## config.mk

```make
export PLATFORM = sky130hd
export DESIGN_NAME = ps2_host_tx_flat
export DESIGN_NICKNAME = d
export VERILOG_FILES = /design/src/rtl/ps2_pkg.sv /design/src/rtl/ps2_host_tx_if.sv /design/src/rtl/ps2_edge_sync.sv /design/src/rtl/ps2_host_tx.sv /design/src/flat_wrapper.sv
export SDC_FILE = /design/constraint.sdc
export NUM_CORES = 1
export LEC_CHECK = 0
export CORE_MARGIN = 3
export CORE_UTILIZATION = 30
export CTS_CLUSTER_SIZE = 12
export DETAILED_ROUTE_END_ITERATION = 12
export PLACE_DENSITY = 0.49
export SYNTH_ARGS = -nofsm -noshare
export SYNTH_HDL_FRONTEND = slang
export SYNTH_SLANG_ARGS = --single-unit
```

## constraint.sdc

```tcl
create_clock -name clock -period 4.81 [get_ports clock]
set_input_delay 0.962 -clock clock [delete_from_list [all_inputs] [get_ports clock]]
set_output_delay 0.962 -clock clock [all_outputs]
set_load 0.005 [all_outputs]
```

## src/rtl/ps2_pkg.sv

```systemverilog
// Shared types and constants for the PS/2 host transmitter and keyboard receive path.
package ps2_pkg;

  // Host transmit sequencer states.
  typedef enum logic [2:0] {
    StIdle,
    StInhibit,
    StReq,
    StData,
    StParity,
    StStop,
    StWaitIdle
  } ps2_tx_state_e;

  // Keyboard command bytes.
  localparam logic [7:0] CMD_SET_LED = 8'hED;
  localparam logic [7:0] CMD_ECHO    = 8'hEE;
  localparam logic [7:0] CMD_ENABLE  = 8'hF4;
  localparam logic [7:0] CMD_RESET   = 8'hFF;

  // Defaults assume a 50 MHz system clock.
  localparam int unsigned INHIBIT_CYCLES_DEFAULT = 5000;     // 100 us
  localparam int unsigned TIMEOUT_CYCLES_DEFAULT = 1000000;  // 20 ms
  localparam int unsigned SYNC_STAGES_DEFAULT    = 2;

  // Width of the shared inhibit/timeout counter.
  localparam int unsigned CntWidth = 20;

  // PS/2 frames use odd parity: data plus parity carries an odd number of ones.
  function automatic logic odd_parity(input logic [7:0] b);
    return ~^b;
  endfunction

endpackage

```

## src/rtl/ps2_host_tx_if.sv

```systemverilog
// Request/status and pin bundle between a command source and the PS/2 host transmitter.
interface ps2_host_tx_if;

  logic       tx_start;
  logic [7:0] tx_data;
  logic       ps2_clk_in;
  logic       ps2_data_in;
  logic       ps2_clk_oe;
  logic       ps2_data_oe;
  logic       busy;
  logic       done;
  logic       ack_ok;
  logic       error;

  // Command source plus pad readback side.
  modport master (
    output tx_start, tx_data, ps2_clk_in, ps2_data_in,
    input  ps2_clk_oe, ps2_data_oe, busy, done, ack_ok, error
  );

  // Transmitter side.
  modport slave (
    input  tx_start, tx_data, ps2_clk_in, ps2_data_in,
    output ps2_clk_oe, ps2_data_oe, busy, done, ack_ok, error
  );

endinterface

```

## src/rtl/ps2_edge_sync.sv

```systemverilog
// Synchronises the asynchronous PS/2 clock and data pins and flags falling clock edges.
// Shared with the keyboard receive path. SYNC_STAGES must be at least 2.
module ps2_edge_sync #(
  parameter int unsigned SYNC_STAGES = ps2_pkg::SYNC_STAGES_DEFAULT
) (
  input  logic clock,
  input  logic globalReset_n,
  input  logic ps2_clk_i,
  input  logic ps2_data_i,
  output logic clk_sync_o,
  output logic data_sync_o,
  output logic clk_fall_o
);

  logic [SYNC_STAGES-1:0] clk_q;
  logic [SYNC_STAGES-1:0] data_q;
  logic                   clk_prev_q;

  // Synchroniser chains; reset to the idle bus level so leaving reset never looks like a fall.
  always_ff @(posedge clock) begin
    if (!globalReset_n) begin
      clk_q      <= '1;
      data_q     <= '1;
      clk_prev_q <= 1'b1;
    end else begin
      clk_q      <= {clk_q[SYNC_STAGES-2:0], ps2_clk_i};
      data_q     <= {data_q[SYNC_STAGES-2:0], ps2_data_i};
      clk_prev_q <= clk_q[SYNC_STAGES-1];
    end
  end

  // One-cycle pulse when the synced clock goes from 1 to 0.
  always_comb begin
    clk_sync_o  = clk_q[SYNC_STAGES-1];
    data_sync_o = data_q[SYNC_STAGES-1];
    clk_fall_o  = clk_prev_q & ~clk_q[SYNC_STAGES-1];
  end

endmodule

```

## src/rtl/ps2_host_tx.sv

```systemverilog
// PS/2 host-to-device transmitter: inhibits the bus, requests to send, shifts one command
// byte out on device clock falls, then checks the device acknowledge. Both pins are driven
// as open-drain output enables (1 = pull low).
module ps2_host_tx
  import ps2_pkg::*;
#(
  parameter int unsigned INHIBIT_CYCLES = INHIBIT_CYCLES_DEFAULT,
  parameter int unsigned TIMEOUT_CYCLES = TIMEOUT_CYCLES_DEFAULT,
  parameter int unsigned SYNC_STAGES    = SYNC_STAGES_DEFAULT
) (
  input logic          clock,
  input logic          globalReset_n,
  ps2_host_tx_if.slave bus
);

  // Counter values at which the inhibit phase raises the start bit and then ends.
  localparam logic [CntWidth-1:0] InhibitPre  = CntWidth'(INHIBIT_CYCLES - 2);
  localparam logic [CntWidth-1:0] InhibitLast = CntWidth'(INHIBIT_CYCLES - 1);
  localparam logic [CntWidth-1:0] TimeoutLast = CntWidth'(TIMEOUT_CYCLES - 1);

  ps2_tx_state_e       state_q;
  logic [CntWidth-1:0] cnt_q;
  logic [7:0]          shift_q;
  logic                parity_q;
  logic [2:0]          bit_idx_q;
  logic                ack_q;
  logic                clk_oe_q;
  logic                data_oe_q;
  logic                busy_q;
  logic                done_q;
  logic                ack_ok_q;
  logic                error_q;

  logic                clk_s;
  logic                data_s;
  logic                fall;
  logic [CntWidth-1:0] cnt_inc;
  logic                timed;
  logic                timeout;

  ps2_edge_sync #(
    .SYNC_STAGES (SYNC_STAGES)
  ) u_edge_sync (
    .clock         (clock),
    .globalReset_n (globalReset_n),
    .ps2_clk_i     (bus.ps2_clk_in),
    .ps2_data_i    (bus.ps2_data_in),
    .clk_sync_o    (clk_s),
    .data_sync_o   (data_s),
    .clk_fall_o    (fall)
  );

  // Saturating count and the timeout window, which covers everything from REQ onward.
  always_comb begin
    cnt_inc = (cnt_q == '1) ? cnt_q : cnt_q + CntWidth'(1);
    timed   = (state_q != StIdle) && (state_q != StInhibit);
    timeout = (cnt_q >= TimeoutLast);
  end

  // Transfer sequencer with registered pin enables and status.
  always_ff @(posedge clock) begin
    if (!globalReset_n) begin
      state_q   <= StIdle;
      cnt_q     <= '0;
      shift_q   <= '0;
      parity_q  <= 1'b0;
      bit_idx_q <= '0;
      ack_q     <= 1'b0;
      clk_oe_q  <= 1'b0;
      data_oe_q <= 1'b0;
      busy_q    <= 1'b0;
      done_q    <= 1'b0;
      ack_ok_q  <= 1'b0;
      error_q   <= 1'b0;
    end else begin
      done_q  <= 1'b0;
      error_q <= 1'b0;
      cnt_q   <= cnt_inc;
      // Timeout beats a coincident clock fall.
      if (timed && timeout) begin
        state_q   <= StIdle;
        cnt_q     <= '0;
        clk_oe_q  <= 1'b0;
        data_oe_q <= 1'b0;
        busy_q    <= 1'b0;
        done_q    <= 1'b1;
        error_q   <= 1'b1;
        ack_ok_q  <= 1'b0;
      end else begin
        unique case (state_q)
          StIdle: begin
            cnt_q <= '0;
            if (bus.tx_start) begin
              shift_q  <= bus.tx_data;
              parity_q <= odd_parity(bus.tx_data);
              clk_oe_q <= 1'b1;
              busy_q   <= 1'b1;
              ack_ok_q <= 1'b0;
              state_q  <= StInhibit;
            end
          end
          StInhibit: begin
            // Start bit goes low during the final inhibit cycle, before the clock is released.
            if (cnt_q == InhibitPre) begin
              data_oe_q <= 1'b1;
            end
            if (cnt_q == InhibitLast) begin
              clk_oe_q  <= 1'b0;
              cnt_q     <= '0;
              bit_idx_q <= '0;
              state_q   <= StReq;
            end
          end
          StReq: begin
            if (fall) begin
              data_oe_q <= ~shift_q[0];
              shift_q   <= shift_q >> 1;
              state_q   <= StData;
            end
          end
          StData: begin
            // bit_idx_q is the index of the bit currently on the line.
            if (fall) begin
              if (bit_idx_q == 3'd7) begin
                data_oe_q <= ~parity_q;
                state_q   <= StParity;
              end else begin
                data_oe_q <= ~shift_q[0];
                shift_q   <= shift_q >> 1;
                bit_idx_q <= bit_idx_q + 3'd1;
              end
            end
          end
          StParity: begin
            if (fall) begin
              data_oe_q <= 1'b0;
              state_q   <= StStop;
            end
          end
          StStop: begin
            if (fall) begin
              ack_q   <= ~data_s;
              state_q <= StWaitIdle;
            end
          end
          StWaitIdle: begin
            if (clk_s && data_s) begin
              state_q  <= StIdle;
              cnt_q    <= '0;
              busy_q   <= 1'b0;
              done_q   <= 1'b1;
              ack_ok_q <= ack_q;
              error_q  <= ~ack_q;
            end
          end
          default: state_q <= StIdle;
        endcase
      end
    end
  end

  assign bus.ps2_clk_oe  = clk_oe_q;
  assign bus.ps2_data_oe = data_oe_q;
  assign bus.busy        = busy_q;
  assign bus.done        = done_q;
  assign bus.ack_ok      = ack_ok_q;
  assign bus.error       = error_q;

endmodule

```

## src/flat_wrapper.sv

```systemverilog
// flat-port wrapper written by rule: the top's interface ports become plain ports
module ps2_host_tx_flat import ps2_pkg::*;
#(
  parameter int unsigned INHIBIT_CYCLES = INHIBIT_CYCLES_DEFAULT,
  parameter int unsigned TIMEOUT_CYCLES = TIMEOUT_CYCLES_DEFAULT,
  parameter int unsigned SYNC_STAGES    = SYNC_STAGES_DEFAULT
)
  (clock, globalReset_n, bus_tx_start, bus_tx_data, bus_ps2_clk_in, bus_ps2_data_in, bus_ps2_clk_oe, bus_ps2_data_oe, bus_busy, bus_done, bus_ack_ok, bus_error);
  ps2_host_tx_if bus_i ();
  input logic clock;
  input logic globalReset_n;
  input wire logic [$bits(bus_i.tx_start)-1:0] bus_tx_start;
  input wire logic [$bits(bus_i.tx_data)-1:0] bus_tx_data;
  input wire logic [$bits(bus_i.ps2_clk_in)-1:0] bus_ps2_clk_in;
  input wire logic [$bits(bus_i.ps2_data_in)-1:0] bus_ps2_data_in;
  output wire logic [$bits(bus_i.ps2_clk_oe)-1:0] bus_ps2_clk_oe;
  output wire logic [$bits(bus_i.ps2_data_oe)-1:0] bus_ps2_data_oe;
  output wire logic [$bits(bus_i.busy)-1:0] bus_busy;
  output wire logic [$bits(bus_i.done)-1:0] bus_done;
  output wire logic [$bits(bus_i.ack_ok)-1:0] bus_ack_ok;
  output wire logic [$bits(bus_i.error)-1:0] bus_error;
  assign bus_i.tx_start = bus_tx_start;
  assign bus_i.tx_data = bus_tx_data;
  assign bus_i.ps2_clk_in = bus_ps2_clk_in;
  assign bus_i.ps2_data_in = bus_ps2_data_in;
  assign bus_ps2_clk_oe = bus_i.ps2_clk_oe;
  assign bus_ps2_data_oe = bus_i.ps2_data_oe;
  assign bus_busy = bus_i.busy;
  assign bus_done = bus_i.done;
  assign bus_ack_ok = bus_i.ack_ok;
  assign bus_error = bus_i.error;
  ps2_host_tx #(.INHIBIT_CYCLES(INHIBIT_CYCLES), .TIMEOUT_CYCLES(TIMEOUT_CYCLES), .SYNC_STAGES(SYNC_STAGES)) u_core (.clock(clock), .globalReset_n(globalReset_n), .bus(bus_i));
endmodule
```

Word-level counts from Yosys, hierarchy flattened
Index checks and enable logic that the tools add are counted.

Add/subtract/negate cells: 2. Reduce and logical (&&, ||, !) cells: 20. Order comparisons: 1. Multiplexer cells: 42. Bitwise gates (word level): 8. Equal/unequal tests: 21.

Operator list (number): 20-bit two-way mux (3); 20-bit case mux with 3 select lines (1); 20-bit by 13-bit == test with 1-bit output (second input constant) (2); 3-bit two-way mux (11); 8-bit two-way mux (4); 8-bit case mux with 3 select lines (1); 3-bit case mux with 7 select lines (1); 20-bit by 1-bit adder with 20-bit output (second input constant) (1); 20-bit == test (second input constant) (1); 20-bit >= comparator (second input constant) (1); 1-bit two-way mux (16); 2-bit by 1-bit inequality test with 1-bit output (second input constant) (8); 3-bit == test (second input constant) (4); 3-bit AND reduction (4); 5-bit AND reduction (2); 8-bit AND reduction (1); 8-bit XNOR reduction (1); 1-bit NOT (7); 3-bit by 2-bit == test with 1-bit output (second input constant) (2); 1-bit case mux with 2 select lines (3); 3-bit case mux with 2 select lines (1); 6-bit AND reduction (1); 2-bit nonzero test (3); 3-bit nonzero test (2); 10 further kinds (13).

Register bits: 47. Output and inout bits: 6.

Depth between registers and ports, before layout
Depth in word-level cells: 5. Gate-level depth with buffers: 7.

By module
From an unflattened synthesis, not the netlist that was laid out.

Cell total of the unflattened synthesis: 276. Area, all modules: 2429.8 um^2.

Modules (own cells, without submodules): ps2_host_tx (cells each 265, times used 1, area each 2292.2 um^2); ps2_edge_sync (cells each 11, times used 1, area each 137.6 um^2).

Worst setup path before layout
Ideal clock, no wire load.

Kind: input port to flip-flop. From: in globalReset_n. To: reg u_core.cnt_q[18]. Slack: 2557 ps. Stages: 6. Arrival time: 2165 ps. Setup time: 88 ps. Path buffers: 2. Cells stage by stage: clkbuf_1 > inv_1 > a311o_1 > a21o_1 > buf_6 > a311oi_2.

Longest elaborated chain between the ends: 2.

Ends and longest elaborated chain: start: declaration (RTL line flat_wrapper.sv:11) `input logic globalReset_n;`; 1-bit NOT (no source line); 2-bit OR reduction (no source line); end signal: assignment (RTL line ps2_host_tx.sv:78) `cnt_q <= cnt_inc;`; end: declaration (RTL line ps2_host_tx.sv:22) `logic [CntWidth-1:0] cnt_q;`.

Every way passes these cells. A chain may end at the register's enable or synchronous reset.

Worst setup path in the final report
Ends and elaborated chain as after synthesis.

==> results_tabular.tex <==
\begin{tabular}{lr}
\hline
Metric & Value \\
\hline
\multicolumn{2}{l}{\textbf{Synth}} \\
Netlist area before placement & 2470 µm² \\
Synth Instances & 282 \\
Sequential-to-total area share from yosys stat & 38.1\% \\
Post-synthesis net count & 299 \\
Post-synthesis average cell area & 8.76 µm² \\
Post-synth ARST share & 0\% \\
Yosys reg bits & 47 \\
Number of flops mapped to enable cells by yosys & 0 \\
Area leader, netlist & sky130\_fd\_sc\_hd\_\_dfxtp\_1 \\
Synth Warn \# & 0 \\
Largest cells by area after synthesis & sky130\_fd\_sc\_hd\_\_dfxtp\_1 (38\%), sky130\_fd\_sc\_hd\_\_xnor2\_1 (6.0\%), sky130\_fd\_sc\_hd\_\_mux2i\_1 (5.7\%) \\
Commonest register cell after synthesis & sky130\_fd\_sc\_hd\_\_dfxtp\_1 \\
Share of the synthesized area in the top cell type & 38.1\% \\
Number of distinct library cells after synthesis & 49 \\
\multicolumn{2}{l}{\textbf{Global routing}} \\
First-pass GRT wire length & 9120 µm \\
Final global-route overflow total & 0 \\
Number of global-route vias before repair & 1948 \\
Number of antenna violations at the first check in global routing & 0 \\
Largest net degree at the start of global routing & 28 \\
All-Layer GR Usage & 11.5\% \\
\multicolumn{2}{l}{\textbf{Power and ir drop}} \\
Switching power total & 0.173 mW \\
PwrDens & 251 nW/µm² \\
Share of total power in combinational logic & 8.2\% \\
Switching portion of total power & 24.5\% \\
Internal Power & 0.532 mW \\
Portion of total power attributed to sequential cells & 57.8\% \\
Power share of the clock group & 34.0\% \\
Max rail drop VDD & 0.0830 mV \\
Static power due to leakage & 0.970 nW \\
\multicolumn{2}{l}{\textbf{Timing}} \\
Final setup margin & 2.04 ns \\
Worst relative slew slack & 39.0\% \\
Setup repair after global routing missed its margin & no \\
Achievable frequency & 0.361 GHz \\
Slew Viols, Final & 0 \\
Final number of setup-violating endpoints & 0 \\
Portion of the clock cycle consumed by the worst path in the final layout & 57.6\% \\
Post-Route Setup TNS & 0 ns \\
Number of hold violations in the final report & 0 \\
Final period demand of the worst path & 2.77 ns \\
Pin slew with the least headroom to its limit & 0.902 ns \\
Worst Skew & 0.0137 ns \\
\multicolumn{2}{l}{\textbf{Drt}} \\
DR pass1 iterations & 4 \\
Number of remaining DRC errors & 0 \\
DRC marker count from the first detailed-route iteration & 102 \\
Detailed Route WL & 5300 µm \\
WL/cell & 13.3 µm \\
Count of nets left with antenna violations after detail routing & 0 \\
Vias & 2015 \\
Routed via count divided by cell count & 5.06 \\
\multicolumn{2}{l}{\textbf{Placed design}} \\
Port bufs & 18 \\
Gp weighted congestion & 0.783 \\
HPWL after DPL & 3830 µm \\
Setup WS pre-CTS & 1.68 ns \\
\multicolumn{2}{l}{\textbf{Setup path}} \\
Launching element of the worst setup path & globalReset\_n \\
Data arrival time at the worst-slack endpoint & 3.00 ns \\
Critical path data required time & 5.03 ns \\
Ordered list of cells on the worst path & clkdlybuf4s50\_1 > buf\_4 > inv\_1 > a311o\_1 > a21o\_1 > a311oi\_2 \\
Highest net fanout along the worst path & 27 \\
Largest stage delay on the critical path & 0.45 ns \\
Type of origin of the critical path & primary input \\
Kind of critical path & in -> reg \\
R2R Path Start & u\_core.cnt\_q[0]\$\_SDFF\_PP0\_ \\
Slowest-stage cell, CP & sky130\_fd\_sc\_hd\_\_clkdlybuf4s50\_1 \\
Endpoint kind of the worst setup timing path & register \\
\multicolumn{2}{l}{\textbf{Floorplanning}} \\
Initial Utilization & 31.5\% \\
Cell Rows & 32 \\
Die boundary width & 96.7 µm \\
Area of the die & 9360 µm² \\
Area of the core & 7850 µm² \\
DIE HEIGHT & 96.7 µm \\
I/O pin count & 19 \\
\multicolumn{2}{l}{\textbf{Clock tree}} \\
Clock sink total & 47 \\
Cts hold-fix bufs & 0 \\
Register clock-pin slew on the reported worst setup and hold paths & 0.10 ns \\
Post-CTS Setup Repair Bufs & 0 \\
Maximum root-to-sink buffer count & 2 \\
Clock tree from TritonCTS & yes \\
Post\_cts resized & 0 \\
Root Buffer & sky130\_fd\_sc\_hd\_\_clkbuf\_8 \\
Number of buffers added by the clock tree synthesis step & 5 \\
Clk Latency, worst-skew pair & 0.30 ns \\
CTS H-Tree Depth & 2 \\
\multicolumn{2}{l}{\textbf{Min path}} \\
Hold wc startpoint & u\_core.u\_edge\_sync.clk\_q[0]\$\_SDFF\_PN1\_ \\
Min-delay worst type & reg -> reg \\
\multicolumn{2}{l}{\textbf{Layout}} \\
Synth-to-Final Area Change & 13.8\% \\
\# nets final & 312 \\
Most frequent cells in the layout & sky130\_fd\_sc\_hd\_\_dfxtp\_1 (47), sky130\_fd\_sc\_hd\_\_nand2\_1 (28), sky130\_fd\_sc\_hd\_\_nor2\_1 (27) \\
Most common cell after layout, fill and taps aside & sky130\_fd\_sc\_hd\_\_dfxtp\_1 \\
Antenna Diode Count & 0 \\
Share of final-layout standard cells stronger than drive strength 1 & 8.78\% \\
\multicolumn{2}{l}{\textbf{Outcome}} \\
Result of the run & complete, no violations \\
\multicolumn{2}{l}{\textbf{Job}} \\
Max-Cap Viols & 0 \\
\hline
\end{tabular}
==> layer usage <==
layer / vias up / GRT usage [%] / share of wire [%]
li1: 1035 / - / -
met1: 946 / 14.9 / 49
met2: 27 / 18.9 / 46
met3: 7 / 2.74 / 3.8
met4: 0 / 3.89 / 1.1
met5: - / 0 / 0
==> cells by family after synthesis <==
logic type | Yosys count | share of synthesized area (%)
XOR/XNOR | 21 | 7.45
AO/OA/AOI/OAI | 53 | 14.8
buffers and inverters | 20 | 3.65
multiplexers | 21 | 8.87
adder cells (fa/ha/maj) | 4 | 2.03
flip-flops | 47 | 38.1
AND/OR/NAND/NOR | 116 | 25.1
==> worst max-delay path: cells and delay by family <==
| kind | cells | cell delay, ns |
|---|---|---|
| AOI/OAI and AO/OA | 3 | 1.14 |
| buffers and inverters | 3 | 0.89 |
==> power groups by stage <==
stage               clock, mW  combinational, mW  sequential (mW)
finish                  0.240             0.0581            0.407
detailed placement          0             0.0590            0.416
floorplan                   0             0.0411            0.413
CTS                     0.251             0.0592            0.407
global placement            0             0.0585            0.417
global route            0.263             0.0648            0.409
==> path summary, 6_finish.rpt <==
kind	slack, ns	depth (start not counted)	end
setup / recovery	2.04	6	u_core.cnt_q[18]$_SDFF_PP0_
hold / removal	0.41	1	u_core.u_edge_sync.clk_q[1]$_SDFF_PN1_
hold reg to reg	0.41	1	u_core.u_edge_sync.clk_q[1]$_SDFF_PN1_
setup reg to reg	2.28	6	u_core.cnt_q[19]$_SDFF_PP0_
==> Yosys cell counts, types with 2 or more instances <==
| library cell | n |
|---|---|
| sky130_fd_sc_hd__dfxtp_1 | 47 |
| sky130_fd_sc_hd__nand2_1 | 28 |
| sky130_fd_sc_hd__nor2_1 | 27 |
| sky130_fd_sc_hd__xnor2_1 | 17 |
| sky130_fd_sc_hd__a21oi_1 | 14 |
| sky130_fd_sc_hd__mux2i_1 | 14 |
| sky130_fd_sc_hd__nand3_1 | 14 |
| sky130_fd_sc_hd__a211oi_1 | 8 |
| sky130_fd_sc_hd__inv_1 | 7 |
| sky130_fd_sc_hd__mux2_2 | 7 |
| sky130_fd_sc_hd__buf_2 | 6 |
| sky130_fd_sc_hd__clkbuf_1 | 6 |
| sky130_fd_sc_hd__nand2b_1 | 6 |
| sky130_fd_sc_hd__o21ai_0 | 6 |
| sky130_fd_sc_hd__a31oi_1 | 5 |
| sky130_fd_sc_hd__and3_1 | 5 |
| sky130_fd_sc_hd__nand4_1 | 5 |
| sky130_fd_sc_hd__nor2b_1 | 5 |
| sky130_fd_sc_hd__nor3_1 | 5 |
| sky130_fd_sc_hd__and4_1 | 4 |
| sky130_fd_sc_hd__ha_1 | 4 |
| sky130_fd_sc_hd__xor2_1 | 4 |
| sky130_fd_sc_hd__nor4b_1 | 3 |
| sky130_fd_sc_hd__or3_1 | 3 |
| sky130_fd_sc_hd__a211oi_2 | 2 |
| sky130_fd_sc_hd__a21o_1 | 2 |
| sky130_fd_sc_hd__nand3b_1 | 2 |
| sky130_fd_sc_hd__nor3_2 | 2 |
| sky130_fd_sc_hd__o2111ai_1 | 2 |
| sky130_fd_sc_hd__o21ai_1 | 2 |
| sky130_fd_sc_hd__or2_2 | 2 |
==> layout make-up <==
class	instances	area (µm²)
Clock buffer	5	68.8
Clock inverter	3	20.0
Fill cell	853	5040
Inverter	7	26.3
Multi-Input combinational cell	215	1440
Sequential cell	47	941
Tap cell	102	128
Timing Repair Buffer	19	188
==> state kept, by name (all words and copies together) (netlist names), 2 cells and up <==
name and count:
u_core.state_q 3, u_core.u_edge_sync.clk_q 2, u_core.cnt_q 20, u_core.u_edge_sync.data_q 2, u_core.bit_idx_q 3, u_core.shift_q 8
==> metrics by stage <==
step                hold slack, ns  cell area [µm²]  total power, mW  util, %  std cells
floorplan                    0.386             2470            0.454        -        282
global placement             0.391             2720            0.475     34.7        390
detailed placement           0.396             2720            0.475     34.7        390
CTS                          0.416             2810            0.718     35.8        398
global route                 0.426             2810            0.737     35.8        398
finish                       0.412             2810            0.705     35.8        398
(Power assumes the default switching activity.)
